==> src/rtl/mdu_pkg.sv <==
// Shared constants for the multiply/divide unit: default width, opcodes and FSM state encoding.
package mdu_pkg;

  localparam int MDU_XLEN = 32;

  localparam logic [2:0] OP_MULT  = 3'd0;
  localparam logic [2:0] OP_MULTU = 3'd1;
  localparam logic [2:0] OP_DIV   = 3'd2;
  localparam logic [2:0] OP_DIVU  = 3'd3;
  localparam logic [2:0] OP_MTHI  = 3'd4;
  localparam logic [2:0] OP_MTLO  = 3'd5;

  localparam logic [1:0] ST_IDLE = 2'd0;
  localparam logic [1:0] ST_CALC = 2'd1;
  localparam logic [1:0] ST_FIX  = 2'd2;

endpackage

==> src/rtl/div_iter_core.sv <==
// Restoring unsigned divider: one quotient bit per step, quotient shifts in through the dividend register.
module div_iter_core #(
  parameter int XLEN = 32
) (
  input  logic            clk,
  input  logic            rst,
  input  logic            load,
  input  logic            step,
  input  logic [XLEN-1:0] dividend,
  input  logic [XLEN-1:0] divisor,
  output logic [XLEN-1:0] quotient,
  output logic [XLEN-1:0] remainder
);

  logic [XLEN-1:0] rem_q;
  logic [XLEN-1:0] quo_q;
  logic [XLEN-1:0] dsr_q;
  logic [XLEN:0]   shifted;
  logic [XLEN:0]   diff;

  // The extra top bit of diff is the borrow: set means the trial subtract failed.
  always_comb begin
    shifted = {rem_q, quo_q[XLEN-1]};
    diff    = shifted - {1'b0, dsr_q};
  end

  always_ff @(posedge clk or posedge rst) begin
    if (rst) begin
      rem_q <= '0;
      quo_q <= '0;
      dsr_q <= '0;
    end else if (load) begin
      rem_q <= '0;
      quo_q <= dividend;
      dsr_q <= divisor;
    end else if (step) begin
      if (!diff[XLEN]) begin
        rem_q <= diff[XLEN-1:0];
        quo_q <= {quo_q[XLEN-2:0], 1'b1};
      end else begin
        rem_q <= shifted[XLEN-1:0];
        quo_q <= {quo_q[XLEN-2:0], 1'b0};
      end
    end
  end

  assign quotient  = quo_q;
  assign remainder = rem_q;

endmodule

==> src/rtl/muldiv_unit.sv <==
// Iterative HI/LO multiply/divide unit (sign-magnitude datapath, sign fixed up at the end).
// Optional build macro MDU_FAST_MUL_EN: single-cycle registered multiply instead of shift-add.
module muldiv_unit
  import mdu_pkg::*;
#(
  parameter int XLEN = MDU_XLEN
) (
  input  logic            clk,
  input  logic            rst,
  input  logic            start_i,
  input  logic [2:0]      op_i,
  input  logic [XLEN-1:0] a_i,
  input  logic [XLEN-1:0] b_i,
  input  logic            flush_i,
  output logic            busy_o,
  output logic            done_o,
  output logic [XLEN-1:0] hi_o,
  output logic [XLEN-1:0] lo_o,
  output logic [1:0]      state_o
);

  // Handshake: a request is taken on a rising edge with start_i=1, busy_o=0, flush_i=0;
  // done_o pulses for exactly one cycle once HI/LO hold the committed result.

  localparam int            CW   = $clog2(XLEN + 1);
  localparam logic [CW-1:0] LAST = CW'(XLEN - 1);
`ifdef MDU_FAST_MUL_EN
  localparam bit FAST_MUL = 1'b1;
`else
  localparam bit FAST_MUL = 1'b0;
`endif

  logic [1:0]        state_q;
  logic [CW-1:0]     cnt_q;
  logic              is_mul_q, neg_lo_q, neg_hi_q, fix_q, done_q;
  logic [XLEN-1:0]   hi_q, lo_q, res_hi_q, res_lo_q, mcand_q;
  logic [2*XLEN-1:0] acc_q;

  logic              is_mul, is_div, sgn, a_neg, b_neg, b_zero, accept;
  logic [XLEN-1:0]   abs_a, abs_b, quo, rem;
  logic [XLEN:0]     mul_sum;
  logic [2*XLEN-1:0] fast_prod, prod_fix;

  assign busy_o = (state_q != ST_IDLE);

  always_comb begin
    is_mul   = (op_i == OP_MULT) || (op_i == OP_MULTU);
    is_div   = (op_i == OP_DIV) || (op_i == OP_DIVU);
    sgn      = (op_i == OP_MULT) || (op_i == OP_DIV);
    a_neg    = sgn & a_i[XLEN-1];
    b_neg    = sgn & b_i[XLEN-1];
    abs_a    = a_neg ? -a_i : a_i;
    abs_b    = b_neg ? -b_i : b_i;
    b_zero   = (b_i == '0);
    accept   = start_i & ~busy_o & ~flush_i;
    mul_sum  = {1'b0, acc_q[2*XLEN-1:XLEN]} + (acc_q[0] ? {1'b0, mcand_q} : '0);
    prod_fix = neg_lo_q ? -acc_q : acc_q;
  end

`ifdef MDU_FAST_MUL_EN
  logic [2*XLEN-1:0] ext_a, ext_b;
  always_comb begin
    ext_a     = {{XLEN{a_neg}}, a_i};
    ext_b     = {{XLEN{b_neg}}, b_i};
    fast_prod = ext_a * ext_b;
  end
`else
  assign fast_prod = '0;
`endif

  div_iter_core #(.XLEN(XLEN)) u_div (
    .clk       (clk),
    .rst       (rst),
    .load      (accept & is_div & ~b_zero),
    .step      ((state_q == ST_CALC) & ~is_mul_q),
    .dividend  (abs_a),
    .divisor   (abs_b),
    .quotient  (quo),
    .remainder (rem)
  );

  always_ff @(posedge clk or posedge rst) begin
    if (rst) begin
      state_q  <= ST_IDLE;
      cnt_q    <= '0;
      is_mul_q <= 1'b0;
      neg_lo_q <= 1'b0;
      neg_hi_q <= 1'b0;
      fix_q    <= 1'b0;
      done_q   <= 1'b0;
      hi_q     <= '0;
      lo_q     <= '0;
      res_hi_q <= '0;
      res_lo_q <= '0;
      mcand_q  <= '0;
      acc_q    <= '0;
    end else begin
      done_q <= 1'b0;
      case (state_q)
        ST_IDLE: begin
          if (accept) begin
            cnt_q    <= '0;
            fix_q    <= 1'b0;
            is_mul_q <= is_mul;
            if (is_mul) begin
              mcand_q  <= abs_a;
              acc_q    <= FAST_MUL ? fast_prod : {{XLEN{1'b0}}, abs_b};
              neg_lo_q <= a_neg ^ b_neg;
              state_q  <= ST_CALC;
            end else if (is_div) begin
              if (b_zero) begin
                done_q <= 1'b1;
              end else begin
                neg_lo_q <= a_neg ^ b_neg;
                neg_hi_q <= a_neg;
                state_q  <= ST_CALC;
              end
            end else if (op_i == OP_MTHI) begin
              hi_q   <= a_i;
              done_q <= 1'b1;
            end else if (op_i == OP_MTLO) begin
              lo_q   <= a_i;
              done_q <= 1'b1;
            end
          end
        end
        ST_CALC: begin
          if (flush_i) begin
            state_q <= ST_IDLE;
            cnt_q   <= '0;
          end else if (FAST_MUL && is_mul_q) begin
            hi_q    <= acc_q[2*XLEN-1:XLEN];
            lo_q    <= acc_q[XLEN-1:0];
            done_q  <= 1'b1;
            state_q <= ST_IDLE;
          end else begin
            if (is_mul_q) acc_q <= {mul_sum, acc_q[XLEN-1:1]};
            cnt_q <= cnt_q + CW'(1);
            if (cnt_q == LAST) begin
              cnt_q   <= '0;
              state_q <= ST_FIX;
            end
          end
        end
        ST_FIX: begin
          // First FIX cycle registers the sign-corrected result, second commits it.
          if (flush_i) begin
            state_q <= ST_IDLE;
            fix_q   <= 1'b0;
          end else if (!fix_q) begin
            fix_q <= 1'b1;
            if (is_mul_q) begin
              res_hi_q <= prod_fix[2*XLEN-1:XLEN];
              res_lo_q <= prod_fix[XLEN-1:0];
            end else begin
              res_lo_q <= neg_lo_q ? -quo : quo;
              res_hi_q <= neg_hi_q ? -rem : rem;
            end
          end else begin
            hi_q    <= res_hi_q;
            lo_q    <= res_lo_q;
            done_q  <= 1'b1;
            fix_q   <= 1'b0;
            state_q <= ST_IDLE;
          end
        end
        default: state_q <= ST_IDLE;
      endcase
    end
  end

  assign done_o  = done_q;
  assign hi_o    = hi_q;
  assign lo_o    = lo_q;
  assign state_o = state_q;

endmodule

==> config.mk <==
export PLATFORM = sky130hd
export DESIGN_NAME = muldiv_unit
export DESIGN_NICKNAME = d
export VERILOG_FILES = /design/src/rtl/mdu_pkg.sv /design/src/rtl/div_iter_core.sv /design/src/rtl/muldiv_unit.sv
export SDC_FILE = /design/constraint.sdc
export NUM_CORES = 1
export LEC_CHECK = 0
export CAP_MARGIN = 20
export CORE_ASPECT_RATIO = 1.5
export CORE_MARGIN = 2
export CORE_UTILIZATION = 40
export DETAILED_ROUTE_END_ITERATION = 6
export PLACE_DENSITY = 0.6
export SLEW_MARGIN = 0
export SYNTH_ARGS = -nofsm -noshare
export SYNTH_HDL_FRONTEND = slang
export SYNTH_SLANG_ARGS = --single-unit
==> constraint.sdc <==
create_clock -name clk -period 17.9 [get_ports clk]
set_clock_uncertainty 0.2 [all_clocks]
set_input_delay 5.37 -clock clk [delete_from_list [all_inputs] [get_ports clk]]
set_output_delay 5.37 -clock clk [all_outputs]
set_load 0.005 [all_outputs]
==> results.json, run 1 <==
{
  "grtUsageTotal": 0.2664,
  "synth_fp_nets": 2719,
  "insertion_delay_ns": 0.55,
  "drcViolationCount": 1,
  "final_antenna_net_count": 0,
  "grt_pass1_wl_um": 112400,
  "cts_sinks": 333,
  "hp-class": "reg2reg",
  "drv_cap": 0,
  "outcome": "complete, but fails checks",
  "fp.dieH_um": 287.3,
  "fin_crit_sh": 0.5356,
  "ys_ff_latch": 333,
  "criticalPathCategory": "in2reg",
  "grt.overflow.total": 0,
  "drt_iter0_drc": 1403,
  "io-pin-count": 139,
  "rows": 103,
  "synth_area_leaders": "dfrtp_1, o21ai_0, nand2_1, a21oi_1, xnor2_1",
  "p_leak_uw": 0.01070,
  "wl_um": 73700,
  "final_nets": 2776,
  "n_antenna_cell": 0,
  "rsz0062_at_grt": "false",
  "min_period_ns": 9.587,
  "timing.final.hold_violations": 0,
  "grt_max_degree": 122,
  "ys_warn_count": 0,
  "synth.distinct_cells": 77,
  "tightest_slew_ns": 1.033,
  "critPathArrivalTime_ns": 9.82,
  "internal-power_uw": 2609,
  "p_per_area_nw_per_um2": 191.6,
  "syn_area_um2": 21400,
  "dieArea_um2": 55410,
  "async_flop_share": 1.000,
  "switching_share": 0.4477,
  "dp.cells": 3276,
  "grt_pass1_vias": 18860,
  "fin_cells": 3343,
  "routabilityCongestion": 0.9189,
  "area_growth_pct": 15.18,
  "wl_per_cell_um": 22.05,
  "violations": "design-rule violations",
  "cp-start-kind": "input pin",
  "synth_ff_type": "dfrtp_1",
  "fmax_ghz": 0.1043,
  "cts-root-buf": "clkbuf_16",
  "setup_tns_ns": 0,
  "hold_buffers": 0,
  "synth-edff-count": 0,
  "cts_setup_buffers": 0,
  "clk_pin_slew_ns": 0.07,
  "placed_cell_area_um2": 23290,
  "slew-limit-headroom": 0.3112,
  "port_buffers": 138,
  "placeableCoreArea_um2": 52710,
  "clockBufferDepth": 3,
  "power.share.clock": 0.179,
  "comb_power_share": 0.509,
  "max-vdd-ir-drop_mv": 0.09934,
  "ys_seq_area_frac": 0.3894,
  "dr.pass1.iters": 7,
  "antenna_found_initial": 2,
  "fin_hold_ws_ns": 0.2768,
  "vias": 19280,
  "p_switching_uw": 2115,
  "syn_area_per_cell_um2": 8.308,
  "cp_data_required_time_ns": 18.13,
  "synth_top_cell_by_area": "dfrtp_1",
  "post_cts_resized": 0,
  "syn_inst": 2576,
  "worstPathMaxFanout": 98,
  "avgViaCountPerCell": 5.766,
  "tritoncts": "built",
  "dpl.hpwl_um": 56530,
  "cts_buffers": 36,
  "end_kind": "register",
  "h-tree-depth": 2,
  "layout-drive-gt1-share": 0.04585,
  "final-setup-viol-count": 0,
  "die_w_um": 192.9,
  "finalMaxSlewViolations": 0,
  "design_area_um2": 24650,
  "synth_top_cell_area_share": 0.3894,
  "p_seq_frac": 0.312,
  "start_util": 0.4060
}
final cells by class:
| cell class | count | area [um^2] |
|---|---|---|
| fillers | 5142 | 28060 |
| clock inverters | 16 | 272.8 |
| well taps | 682 | 853.3 |
| clock buffers | 50 | 1056 |
| repair buffers | 161 | 1574 |
| inverters | 65 | 251.5 |
| multi-input cells | 2036 | 12300 |
| flip-flops and latches | 333 | 8338 |
registers in the layout (all words and copies together) (netlist names):
register and flops:
cnt_q 6, mcand_q 32, u_div.remainder 32, fix_q 1, u_div.dsr_q 32, acc_q 64, hi_o 32, state_o 2
res_hi_q 32, res_lo_q 32, u_div.quotient 32, lo_o 32, neg_hi_q 1, is_mul_q 1, neg_lo_q 1, done_o 1
cell families (layout without fill, tap and decap cells):
group | count (synthesis) | in the layout | share of synthesized area
simple gates | 868 | 868 | 0.1917
compound gates | 833 | 833 | 0.2278
flops | 333 | 333 | 0.3894
xor+xnor | 228 | 228 | 0.09331
buf+inv | 207 | 292 | 0.03806
fa+ha+maj | 72 | 72 | 0.04280
mux | 35 | 35 | 0.01696
worst paths after layout:
path / start / to / slack (ns) / cells after the start
setup reg to reg: acc_q[0]$_DFFE_PP0P_ / acc_q[61]$_DFFE_PP0P_ / 13.35 / 14
hold reg to reg: hi_o[20]$_DFFE_PP0P_ / hi_o[20]$_DFFE_PP0P_ / 0.28 / 2
max in group asynchronous: rst / u_div.dsr_q[12]$_DFFE_PP0P_ / 10.05 / 5
min in group asynchronous: rst / acc_q[60]$_DFFE_PP0P_ / 5.19 / 2
hold / removal: hi_o[20]$_DFFE_PP0P_ / hi_o[20]$_DFFE_PP0P_ / 0.28 / 2
setup / recovery: b_i[6] / u_div.quotient[22]$_DFFE_PP0P_ / 8.31 / 10
worst max-delay path, stage by stage:
cell             delay (ns)
clkdlybuf4s50_1        0.48
or4_1                  0.63
or4_1                  0.49
nor3_1                 0.46
nand3_1                0.31
nor4_2                 0.66
or2_2                  0.22
buf_4                  0.72
nor2_1                 0.14
a221o_1                0.31
power by group through the flow:
stage | Clock, uW | Combinational (uW) | Sequential [uW]
3_3_place_gp | 0 | 2330 | 1470
5_1_grt | 890 | 2680 | 1520
6_report | 847 | 2400 | 1470
4_1_cts | 859 | 2390 | 1470
2_1_floorplan | 0 | 1700 | 1340
3_5_place_dp | 0 | 2380 | 1480
layout by cell type (no fill, tap or decap), types with 24 or more instances in the layout:
| cell | count |
|---|---|
| a21o_1 | 27 |
| a21oi_1 | 211 |
| and2_1 | 72 |
| clkbuf_16 | 38 |
| clkdlybuf4s50_1 | 138 |
| dfrtp_1 | 331 |
| ha_1 | 70 |
| inv_1 | 64 |
| mux2i_1 | 34 |
| nand2_1 | 406 |
| nand2b_1 | 26 |
| nand3_1 | 45 |
| nor2_1 | 144 |
| nor3_1 | 31 |
| o21ai_0 | 398 |
| o31ai_1 | 44 |
| or3_1 | 24 |
| xnor2_1 | 118 |
| xor2_1 | 110 |
through the flow:
step / utilization / power, uW / worst slack, ns
floorplan: - / 3039 / 3.105
global placement: 0.4419 / 3797 / 7.919
detailed placement: 0.4419 / 3858 / 7.777
CTS: 0.4671 / 4717 / 8.344
global route: 0.4676 / 5083 / 8.131
finish: 0.4676 / 4723 / 8.313
synthesized netlist by cell type (all sizes together), types with 9 or more instances:
cell and number:
a211oi 10, a21o 27, a21oi 211, a221o 21, a22oi 11, a31oi 12
and2 72, and3 9, buf 26, clkbuf 116, dfrtp 333, ha 70
inv 65, mux2i 34, nand2 407, nand2b 27, nand3 45, nand4 11
nor2 147, nor2b 18, nor3 33, nor4 15, o211ai 12, o21ai 399
o31ai 45, o41ai 22, or2 10, or3 28, or4 25, xnor2 118
xor2 110
per-layer routing:
metal  global-route usage  vias up  wire [um]
li1                     -     9224          -
met2               0.4633      555      36370
met4               0.1471        4       4473
met5                    0        -         23
met1               0.3205     9330      29420
met3              0.02576      164       3422
Power figures use the tool's default switching activity.
==> inputs of run 2 (changes only) <==
clock period = 8.9 ns   (was 17.9 ns; I/O delays follow)
==> run 2 against run 1 <==
Net effect:
- the run now ends clean
- hold slack worse by 0.0019 ns
- largest cell class unchanged
- final cell count hardly changed
- critical endpoint is now u_div.quotient[9]$_DFFE_PP0P_
- largest power group unchanged
- critical path type unchanged
- flip-flop and latch count stayed put
- sequential power is 100% higher
==> results.json, run 2 (synthesized netlist as in run 1, its figures left out) <==
{
  "worstReg2RegEnd": "u_div.remainder[21]$_DFFE_PP0P_",
  "hold_buffers": 0,
  "min_period_ns": 6.933,
  "avgViaCountPerCell": 5.707,
  "p_leak_uw": 0.01065,
  "critPathArrivalTime_ns": 7.21,
  "grt_pass1_vias": 18600,
  "grt_max_degree": 149,
  "fp.dieH_um": 287.3,
  "rsz0062_at_grt": "false",
  "finalMaxSlewViolations": 0,
  "end_kind": "register",
  "switching_share": 0.4514,
  "p_seq_frac": 0.319,
  "cp_data_required_time_ns": 9.18,
  "hp-class": "reg2reg",
  "clk_pin_slew_ns": 0.06,
  "dp.cells": 3277,
  "vias": 19090,
  "wl_per_cell_um": 21.69,
  "rows": 103,
  "dr.pass1.iters": 5,
  "slew-limit-headroom": 0.2953,
  "comb_power_share": 0.514,
  "final_cell_mix": "nand2_1, o21ai_0, dfrtp_1",
  "internal-power_uw": 5111,
  "r2r_setup_slack_ns": 4.49,
  "cts_sinks": 333,
  "fin_crit_sh": 0.7790,
  "clockBufferDepth": 3,
  "grt_pass1_wl_um": 110100,
  "fin_cells": 3344,
  "power.share.clock": 0.167,
  "cts_setup_buffers": 0,
  "insertion_delay_ns": 0.55,
  "hp-start": "hi_o[19]$_DFFE_PP0P_",
  "placeableCoreArea_um2": 52710,
  "p_per_area_nw_per_um2": 379.1,
  "io-pin-count": 139,
  "p_switching_uw": 4205,
  "holdPathStages": 2,
  "tightest_slew_ns": 1.049,
  "dpl.hpwl_um": 55870,
  "fill_cells": 5220,
  "cp-start-kind": "input pin",
  "die_w_um": 192.9,
  "drcViolationCount": 0,
  "design_area_um2": 24570,
  "layout-drive-gt1-share": 0.04510,
  "grt.overflow.total": 0,
  "port_buffers": 138,
  "area_growth_pct": 14.83,
  "dieArea_um2": 55410,
  "cts-root-buf": "clkbuf_16",
  "final-setup-viol-count": 0,
  "outcome": "completed",
  "final_antenna_net_count": 0,
  "criticalPathCategory": "in2reg",
  "start_util": 0.4060,
  "worstPathMaxFanout": 42,
  "routabilityCongestion": 0.9583,
  "setup_tns_ns": 0,
  "grtUsageTotal": 0.2611,
  "largest_register_ff_count": 64,
  "drv_cap": 0,
  "ff2ff_path_depth": 14,
  "timing.final.hold_violations": 0,
  "regMostFlops": "acc_q",
  "antenna_found_initial": 1,
  "drt_iter0_drc": 1430,
  "min_to": "hi_o[19]$_DFFE_PP0P_",
  "cts_buffers": 36,
  "post_cts_resized": 0,
  "fmax_ghz": 0.1442,
  "rr_startpoint": "u_div.quotient[31]$_DFFE_PP0P_",
  "tritoncts": "built",
  "final_nets": 2777,
  "final_common_cell": "nand2_1",
  "max-vdd-ir-drop_mv": 0.2335,
  "h-tree-depth": 2,
  "wl_um": 72530,
  "placed_cell_area_um2": 23330
}
==> run 2: how the worst max path moves through the flow <==
stage / cells past startpoint / slack, ns / from / endpoint
floorplan: 1 / 1.58 / rst / acc_q[0]$_DFFE_PP0P_
global placement: 9 / 1.56 / b_i[6] / u_div.dsr_q[15]$_DFFE_PP0P_
detailed placement: 11 / 1.46 / b_i[6] / u_div.quotient[31]$_DFFE_PP0P_
CTS: 11 / 2.02 / b_i[6] / u_div.quotient[31]$_DFFE_PP0P_
global route: 11 / 1.63 / b_i[6] / u_div.quotient[31]$_DFFE_PP0P_
finish: 10 / 1.97 / b_i[6] / u_div.quotient[9]$_DFFE_PP0P_
==> run 2: critical path: stages <==
cell	delay, ns
clkdlybuf4s50_1	0.48
or4_1	0.63
or4_1	0.49
nor3_1	0.44
nand3_1	0.33
nor4_2	0.66
nor2_1	0.31
nor2_4	0.45
buf_4	0.49
a221o_1	0.23
==> run 2: area by class of cell <==
type / count / area (um^2) / share of cell area
inverters: 65 / 247.7 / 0.01008
well taps: 682 / 853.3 / 0.03472
diodes: 1 / 2.502 / 0.0001018
multi-input cells: 2036 / 12300 / 0.5006
flip-flops and latches: 333 / 8338 / 0.3393
repair buffers: 162 / 1619 / 0.06588
clock inverters: 12 / 133.9 / 0.005448
clock buffers: 53 / 1077 / 0.04384
==> run 2: through the flow <==
step / hold WS, ns / util / setup slack (ns) / power (uW)
3_5_place_dp: 0.2570 / 0.4427 / 1.457 / 7737
3_3_place_gp: 0.2558 / 0.4427 / 1.564 / 7616
5_1_grt: 0.2953 / 0.4662 / 1.634 / 10040
4_1_cts: 0.2761 / 0.4657 / 2.023 / 9321
6_report: 0.2749 / 0.4662 / 1.967 / 9316
2_1_floorplan: 0.2381 / - / 1.581 / 6113
==> run 2: layer usage <==
metal / vias to the layer above / GRT usage / wire length (um) / part of all wire
li1: 9194 / - / - / -
met5: - / 0 / 0 / 0
met3: 157 / 0.02674 / 3297 / 0.045
met1: 9156 / 0.3181 / 29220 / 0.40
met2: 578 / 0.4417 / 35030 / 0.48
met4: 0 / 0.1590 / 4987 / 0.069
==> run 2: power by group through the flow <==
stage | Combinational, uW | Sequential, uW | Clock (uW)
CTS | 4770 | 2960 | 1590
floorplan | 3430 | 2690 | 0
global placement | 4660 | 2960 | 0
detailed placement | 4750 | 2980 | 0
finish | 4780 | 2970 | 1560
global route | 5330 | 3060 | 1640
